### src/rtl/quartz_countdown_ctrl_pkg.sv
// rtl/quartz_countdown_ctrl_pkg.sv - shared state encodings, defaults and BCD helper
//
// Purpose: definitions shared by the quartz countdown sequencer and its
//          display/flag neighbours.
//   qstate_t           : 2-bit sequencer state (IDLE, COUNT, EXPIRE, RELEASE)
//   DEF_TICKS_PER_SEC  : default SLOWCLOCK cycles per displayed second
//   DEF_START_SEC      : default countdown start value in seconds
//   DEF_ACK_TIMEOUT    : default EXPIRE wait for the clear acknowledge
//   to_bcd()           : integer 0..99 to packed {tens, ones} BCD
package quartz_countdown_ctrl_pkg;

   typedef enum logic [1:0] {
      ST_IDLE    = 2'd0,
      ST_COUNT   = 2'd1,
      ST_EXPIRE  = 2'd2,
      ST_RELEASE = 2'd3
   } qstate_t;

   localparam int DEF_TICKS_PER_SEC = 10;
   localparam int DEF_START_SEC     = 15;
   localparam int DEF_ACK_TIMEOUT   = 4;

   function automatic logic [7:0] to_bcd(input int value);
      int v;
      v = value % 100;
      return {4'(v / 10), 4'(v % 10)};
   endfunction

endpackage

### src/rtl/quartz_countdown_ctrl_bcd2_down_counter.sv
// rtl/quartz_countdown_ctrl_bcd2_down_counter.sv - two-digit BCD down counter with load and zero flag
//
// Purpose: holds the remaining-seconds value shown on the display.
// Ports:
//   SLOWCLOCK  in  1  clock, posedge
//   RESET      in  1  synchronous active-high reset, loads RESET_BCD
//   load       in  1  load {load_tens, load_ones} (wins over dec)
//   load_tens  in  4  BCD tens to load
//   load_ones  in  4  BCD ones to load
//   dec        in  1  decrement by one second; ignored at 00
//   tens       out 4  BCD tens
//   ones       out 4  BCD ones
//   zero       out 1  1 when the value is 00
module bcd2_down_counter #(
   parameter logic [7:0] RESET_BCD = 8'h00
) (
   input  logic       SLOWCLOCK,
   input  logic       RESET,
   input  logic       load,
   input  logic [3:0] load_tens,
   input  logic [3:0] load_ones,
   input  logic       dec,
   output logic [3:0] tens,
   output logic [3:0] ones,
   output logic       zero
);

   assign zero = (tens == 4'd0) && (ones == 4'd0);

   always_ff @(posedge SLOWCLOCK) begin
      if (RESET) begin
         tens <= RESET_BCD[7:4];
         ones <= RESET_BCD[3:0];
      end else if (load) begin
         tens <= load_tens;
         ones <= load_ones;
      end else if (dec && !zero) begin
         // Saturate at 00 so the display can never underflow.
         if (ones == 4'd0) begin
            ones <= 4'd9;
            tens <= tens - 4'd1;
         end else begin
            ones <= ones - 4'd1;
         end
      end
   end

endmodule

### src/rtl/quartz_countdown_ctrl.sv
// rtl/quartz_countdown_ctrl.sv - quartz lock countdown and flag-clear handshake sequencer
//
// Purpose: once QUARTZ is set, counts START_SEC..0 seconds on SLOWCLOCK, shows the
//          remaining seconds in BCD, then clears the flag register with a
//          four-phase resetQUAR/resetFLAG handshake.
// Ports:
//   SLOWCLOCK  in  1  sole clock, posedge
//   RESET      in  1  synchronous active-high reset
//   QUARTZ     in  1  countdown request from the flag register
//   resetFLAG  in  1  clear acknowledge from the flag register
//   HOLD       in  1  freeze tick/seconds while counting
//   resetQUAR  out 1  clear request (registered)
//   sec_tens   out 4  BCD tens of remaining seconds
//   sec_ones   out 4  BCD ones of remaining seconds
//   busy       out 1  1 in COUNT, EXPIRE, RELEASE
//   expired    out 1  one-cycle pulse on EXPIRE entry
//   ack_err    out 1  sticky handshake timeout, cleared only by RESET
import quartz_countdown_ctrl_pkg::*;

module quartz_countdown_ctrl #(
   parameter int TICKS_PER_SEC = DEF_TICKS_PER_SEC,
   parameter int START_SEC     = DEF_START_SEC,
   parameter int ACK_TIMEOUT   = DEF_ACK_TIMEOUT
) (
   input  logic       SLOWCLOCK,
   input  logic       RESET,
   input  logic       QUARTZ,
   input  logic       resetFLAG,
   input  logic       HOLD,
   output logic       resetQUAR,
   output logic [3:0] sec_tens,
   output logic [3:0] sec_ones,
   output logic       busy,
   output logic       expired,
   output logic       ack_err
);

   generate
      if (START_SEC < 1 || START_SEC > 99) begin : g_bad_start_sec
         $error("START_SEC must be in 1..99");
      end
      if (TICKS_PER_SEC < 1) begin : g_bad_ticks
         $error("TICKS_PER_SEC must be >= 1");
      end
      if (ACK_TIMEOUT < 2) begin : g_bad_timeout
         $error("ACK_TIMEOUT must be >= 2");
      end
   endgenerate

   localparam int TW = (TICKS_PER_SEC > 1) ? $clog2(TICKS_PER_SEC) : 1;
   localparam int AW = $clog2(ACK_TIMEOUT + 1);
   localparam logic [TW-1:0] TICK_LAST  = TW'(TICKS_PER_SEC - 1);
   localparam logic [AW-1:0] ACK_LAST   = AW'(ACK_TIMEOUT - 1);
   localparam logic [7:0]    START_BCD  = to_bcd(START_SEC);

   qstate_t       state, next_state;
   logic [TW-1:0] tick, tick_n;
   logic [AW-1:0] acnt, acnt_n;
   logic          ack_err_n;
   logic          sec_dec;
   logic          sec_load;
   logic          sec_zero;

   always_ff @(posedge SLOWCLOCK) begin
      if (RESET) begin
         state <= ST_IDLE;
      end else begin
         state <= next_state;
      end
   end

   always_comb begin
      next_state = state;
      tick_n     = tick;
      acnt_n     = acnt;
      ack_err_n  = ack_err;
      sec_dec    = 1'b0;
      case (state)
         ST_IDLE: begin
            tick_n = '0;
            acnt_n = '0;
            if (QUARTZ) begin
               next_state = ST_COUNT;
            end
         end
         ST_COUNT: begin
            acnt_n = '0;
            // An external clear of the flag aborts even while held.
            if (!QUARTZ) begin
               next_state = ST_IDLE;
               tick_n     = '0;
            end else if (!HOLD) begin
               if (tick == TICK_LAST) begin
                  tick_n = '0;
                  // 00 has been shown for a full second: countdown done.
                  if (sec_zero) begin
                     next_state = ST_EXPIRE;
                  end else begin
                     sec_dec = 1'b1;
                  end
               end else begin
                  tick_n = tick + TW'(1);
               end
            end
         end
         ST_EXPIRE: begin
            if (resetFLAG) begin
               next_state = ST_RELEASE;
            end else if (acnt == ACK_LAST) begin
               // Flag register never answered; give up and remember it.
               next_state = ST_IDLE;
               ack_err_n  = 1'b1;
            end else begin
               acnt_n = acnt + AW'(1);
            end
         end
         ST_RELEASE: begin
            if (!resetFLAG) begin
               next_state = ST_IDLE;
            end
         end
         default: begin
            next_state = ST_IDLE;
         end
      endcase
   end

   // Reloading on every edge that lands in IDLE makes the display show
   // START_SEC immediately after an abort, timeout or completed handshake.
   assign sec_load = (next_state == ST_IDLE);

   // Outputs are registered from the next state so they change on the
   // same edge as the state they describe.
   always_ff @(posedge SLOWCLOCK) begin
      if (RESET) begin
         tick      <= '0;
         acnt      <= '0;
         resetQUAR <= 1'b0;
         busy      <= 1'b0;
         expired   <= 1'b0;
         ack_err   <= 1'b0;
      end else begin
         tick      <= tick_n;
         acnt      <= acnt_n;
         resetQUAR <= (next_state == ST_EXPIRE);
         busy      <= (next_state != ST_IDLE);
         expired   <= (state == ST_COUNT) && (next_state == ST_EXPIRE);
         ack_err   <= ack_err_n;
      end
   end

   bcd2_down_counter #(
      .RESET_BCD (START_BCD)
   ) u_sec (
      .SLOWCLOCK (SLOWCLOCK),
      .RESET     (RESET),
      .load      (sec_load),
      .load_tens (START_BCD[7:4]),
      .load_ones (START_BCD[3:0]),
      .dec       (sec_dec),
      .tens      (sec_tens),
      .ones      (sec_ones),
      .zero      (sec_zero)
   );

endmodule

### config.mk
export PLATFORM = sky130hd
export DESIGN_NAME = quartz_countdown_ctrl
export DESIGN_NICKNAME = d
export VERILOG_FILES = /design/src/rtl/quartz_countdown_ctrl_pkg.sv /design/src/rtl/quartz_countdown_ctrl_bcd2_down_counter.sv /design/src/rtl/quartz_countdown_ctrl.sv
export SDC_FILE = /design/constraint.sdc
export NUM_CORES = 1
export LEC_CHECK = 0
export BUFFER_PORTS_ARGS = -buffer_cell sky130_fd_sc_hd__buf_2
export CAP_MARGIN = 10
export CORE_MARGIN = 2
export CORE_UTILIZATION = 35
export CTS_CLUSTER_SIZE = 28
export DETAILED_ROUTE_END_ITERATION = 8
export PLACE_DENSITY = 0.5
export SYNTH_ARGS = -nofsm -noshare
export SYNTH_HDL_FRONTEND = slang
export SYNTH_HIERARCHICAL = 1
export SYNTH_SLANG_ARGS = --single-unit
### constraint.sdc
create_clock -name SLOWCLOCK -period 3.2 [get_ports SLOWCLOCK]
set_input_delay 0.64 -clock SLOWCLOCK [delete_from_list [all_inputs] [get_ports SLOWCLOCK]]
set_output_delay 0.64 -clock SLOWCLOCK [all_outputs]
set_load 0.02 [all_outputs]
# Yosys cells after proc, flatten, opt, wreduce, memory -nomap -nowiden
# Cells that the tools add are included.
# word_totals
out_inout_bits	12
word_cells	62
in_bits	5
ff_bits	21
# op_classes
reduce_logical	17
mux	22
n_bitwise	1
add_sub_neg	4
n_eq_ne	9
# op_table
op	n
two-way mux 2 bit	8
two-way mux 4 bit	4
logical NOT 4 bit	2
case mux 2 bit (4 select lines)	1
case mux 4 bit (2 select lines)	1
subtractor 4 x 1 -> 4 bit (second input constant)	2
equality test 2 bit (second input constant)	3
two-way mux 3 bit	2
case mux 3 bit (2 select lines)	1
AND reduction 3 bit	2
nonzero test 2 bit	3
two-way mux 1 bit	5
adder 4 x 1 -> 4 bit (second input constant)	1
equality test 4 bit (second input constant)	1
logical NOT 2 bit	2
!= test 2 bit (second input constant)	2
AND reduction 2 bit	2
OR reduction 2 bit	2
adder 3 x 1 -> 3 bit (second input constant)	1
equality test 3 x 2 -> 1 bit (second input constant)	1
logical AND 1 bit	3
!= test 3 bit (second input constant)	1
equality test 2 x 1 -> 1 bit (second input constant)	1
logical NOT 1 bit	1
inverter 1 bit	1

# Longest topological paths before layout
# logic_depth
ltp_word	9
ltp_mapped	8
mapped_depth_nobuf	8

# Hierarchy
# Netlist, hierarchy kept.
# by_module_without_submodules
module	n_inst	area_each_um2	seq_area_each_um2	cells_each
quartz_countdown_ctrl	1	629.4	260.2	70
bcd2_down_counter	1	513.0	160.2	62

# Least setup slack after synthesis
# OpenSTA, ideal clock, no wires.
# synth_path
path_kind	reg2reg
from	reg u_sec.tens[0]
to	reg u_sec.tens[2]
period_less_slack_ps	2325
path_stages_with_launch	9
arrival_ps	2203
setup_slack_ps	875
n_path_buf	0
required_time_ps	3078
setup_time_ps	122
path_cell_list	dfxtp_1 -> inv_1 -> ha_1 -> or3b_2 -> nor3_1 -> nor2_1 -> nor2b_1 -> and3_1 -> a221o_1
# synth_via
elab_chain_cells	9
# synth_lines
element	line_no	text
from (decl)	quartz_countdown_ctrl_bcd2_down_counter.sv:23	output logic [3:0] tens,
from (signal assigned)	quartz_countdown_ctrl_bcd2_down_counter.sv:32	tens <= RESET_BCD[7:4];
from (signal assigned)	quartz_countdown_ctrl_bcd2_down_counter.sv:35	tens <= load_tens;
from (signal assigned)	quartz_countdown_ctrl_bcd2_down_counter.sv:41	tens <= tens - 4'd1;
logical NOT 4 bit	quartz_countdown_ctrl_bcd2_down_counter.sv:28	assign zero = (tens == 4'd0) && (ones == 4'd0);
logical AND 1 bit	quartz_countdown_ctrl_bcd2_down_counter.sv:28	
named net sec_zero	quartz_countdown_ctrl.sv:62	logic sec_zero;
two-way mux 1 bit	quartz_countdown_ctrl.sv:96	if (sec_zero) begin
two-way mux 1 bit	quartz_countdown_ctrl.sv:93	if (tick == TICK_LAST) begin
two-way mux 1 bit	quartz_countdown_ctrl.sv:92	end else if (!HOLD) begin
two-way mux 1 bit	quartz_countdown_ctrl.sv:89	if (!QUARTZ) begin
two-way mux 1 bit	quartz_countdown_ctrl.sv:78	case (state)
named net sec_dec	quartz_countdown_ctrl.sv:60	logic sec_dec;
logical AND 1 bit	quartz_countdown_ctrl_bcd2_down_counter.sv:37	end else if (dec && !zero) begin
AND reduction 2 bit (no source line)	-	
# The timed path passes the listed nets, and every way through them passes these cells.
# A chain may end at the register's enable or synchronous reset.

# Final worst setup path
# Same ends and word-level chain as after synthesis.

==> metrics.txt <==
status complete, no violations; Post-Syn Area 0.001142 sq mm; critical path fanouts, max 5; vias in the first global route 918; layout cells sized above 1 18.18%; Routed Antenna Nets 0; largest net degree at the start of global routing 23; DRT iter0 DRCs 19; Max-Cap Viols 0; clock sinks 21; fraction of the yosys area taken by sequential cells between 30% and 40%; DRC errors left 0; Max VDD drop 0.0002213 V; Initial Util 37.11%; worst skew pair latency 310 ps; Final Slew Violations 0; Mapped Cells between 100 and 150; startpoint types flip-flop; dpl cell area 0.001269 sq mm; number of fill cells 333; average size of a mapped cell 8.654 sq um; CTS tree yes; setup TNS 0 ps; CTS H-Tree Depth 1; Register Area 420.4 sq um; Die Y between 60 and 70 um; crit path kind flip-flop to flip-flop; Pwr per Cell Area 364.5 mW/mm^2; CP endpoint kind flip-flop; initial antenna violation count 0; Area Growth Syn to Fin 13.69%; Inserted Diodes 0; period utilization 77.05%; Setup Skew 5.005 ps; Netlist cell types 41; Nets 164; worst hold-check path type flip-flop to flip-flop; register bit total from synthesis 21; Non-Filler Instances 198; placer's final routability congestion estimate 0.8249; Via Count about 980; Placed Cells roughly 190; CP arrival 2680 ps; Final Hold Slack between 400 and 500 ps; sequential group share of total power 58.9%; CORE AREA 0.003078 sq mm; Critical Path RT 3410 ps; maximum clock path buffer count 2; Port-buffer cells 16; multi-input logic area 686.9 sq um; Post-Layout Inst Area 0.001299 sq mm; Num CTS Buffers 3; Logic pwr share about an eighth; root buffer cell clkbuf_4; die area 0.003737 sq mm; DP HPWL 1761 um; fmax 405.6 MHz; CTS Hold Bufs 0; final WL 2361 um; cell row count 20; most common cell after layout, fill and taps aside dfxtp_1; switching pwr 132.8 uW; RSZ-0062 raised after global routing no; pre-CTS setup slack roughly 750 ps; Lkg Pwr 0.5053 nW; Pint ~340 uW; Die Wd 61.13 um; I/O pin cnt 17; post-synth top area share a little under two fifths; wire per inst about 12 um; grt total ovfl 0; total chip power 473.4 uW; Slew @ Worst Pin between 700 and 800 ps; mean number of vias per cell 4.939; first-pass GRT wire length 4022 um; Worst-path clk slew 120 ps; max_slew headroom 51.00%; final hold viol count 0; final core occ 42.20%; Synth Warn # 6; minimum period implied by the final worst setup slack between 2000 and 2500 ps; setup bufs post-CTS 0; commonest non-fill, non-tap cells in the layout dfxtp_1 (21), buf_2 (16), nor2_1 (15); ranking of synthesized cells by area dfxtp_1 (37%), nor2_1 (4.9%), ha_1 (4.4%), nor3_1 (3.1%), mux2i_1 (2.6%); Detailed Routing Iterations Pass 1 4; final worst slack 734.5 ps; area leader, netlist dfxtp_1; gr usage total 14.22%; CTS resizes 0; # setup viols final 0; switch share approximately 28%; Clk network pwr share 28.2%
[sequential cells by signal, indices dropped and copies added (netlist names)]
signal	cells
tick	4
u_sec/ones	4
u_sec/tens	4
acnt	3
state	2
ack_err	1
busy	1
expired	1
resetQUAR	1
[worst paths after layout]
| path | cells past startpoint | slack (ps) | startpoint | to |
|---|---|---|---|---|
| setup / recovery | 8 | 730 | u_sec/tens[0] | u_sec/tens[2] |
| hold / removal | 2 | 490 | ack_err | ack_err |
| setup reg to reg | 8 | 730 | u_sec/tens[0] | u_sec/tens[2] |
| hold reg to reg | 2 | 490 | ack_err | ack_err |
[cell usage after synthesis (all sizes together)]
cell     n
dfxtp   21
nor2    15
nand2    8
inv      7
nor3     7
nor2b    5
a21oi    4
ha       4
nand2b   4
nand3    4
o21ai    4
a311oi   3
a31oi    3
buf      3
mux2i    3
nor3b    3
or3      3
or3b     3
a211oi   2
a32oi    2
and4bb   2
conb     2
nand4    2
nor4     2
o31ai    2
or4      2
xnor2    2
a221o    1
a32o     1
a41oi    1
and3     1
clkbuf   1
nand3b   1
nor4b    1
o211ai   1
o21bai   1
or2      1
[power groups by stage]
stage	clock, mW	combinational (mW)	sequential [mW]
3_5_place_dp	0	0.0607	0.285
5_1_grt	0.152	0.0679	0.281
6_report	0.133	0.0611	0.279
2_1_floorplan	0	0.0372	0.292
3_3_place_gp	0	0.0609	0.285
4_1_cts	0.140	0.0609	0.279
[kinds of logic after synthesis]
| group | Yosys count | synth area share, % |
|---|---|---|
| compound gates | 25 | 16.10 |
| xor+xnor | 2 | 1.534 |
| fa+ha+maj | 4 | 4.381 |
| buf+inv | 11 | 5.038 |
| flops | 21 | 36.80 |
| mux | 3 | 2.629 |
| other cells | 2 | 0.6574 |
| simple gates | 64 | 32.86 |
[worst max-delay path, stage by stage, from the launching register on]
cell and delay (ps):
dfxtp_1 360, inv_1 90, ha_1 170, or3b_2 490, nor3_1 400, nor2_1 160
nor2b_1 200, and3_1 190, a221o_1 300
[area by class of cell]
type	instances	area share, %
Timing Repair Buffer	16	6.166
Clock inverter	1	0.5780
Inverter	7	2.023
Tap cell	44	4.239
Sequential cell	21	32.37
Multi-Input combinational cell	106	52.89
Clock buffer	3	1.734
[metal layers]
layer	vias up	share of wire, %	track usage [%]	wire length [um]
met1	446	52	19.10	1227
met3	2	3.6	3.782	84
met2	12	44	22.64	1031
met4	0	0.80	3.727	19
met5	-	0	0	0
li1	518	-	-	-
Note: power is estimated with default switching activity, not from simulation.
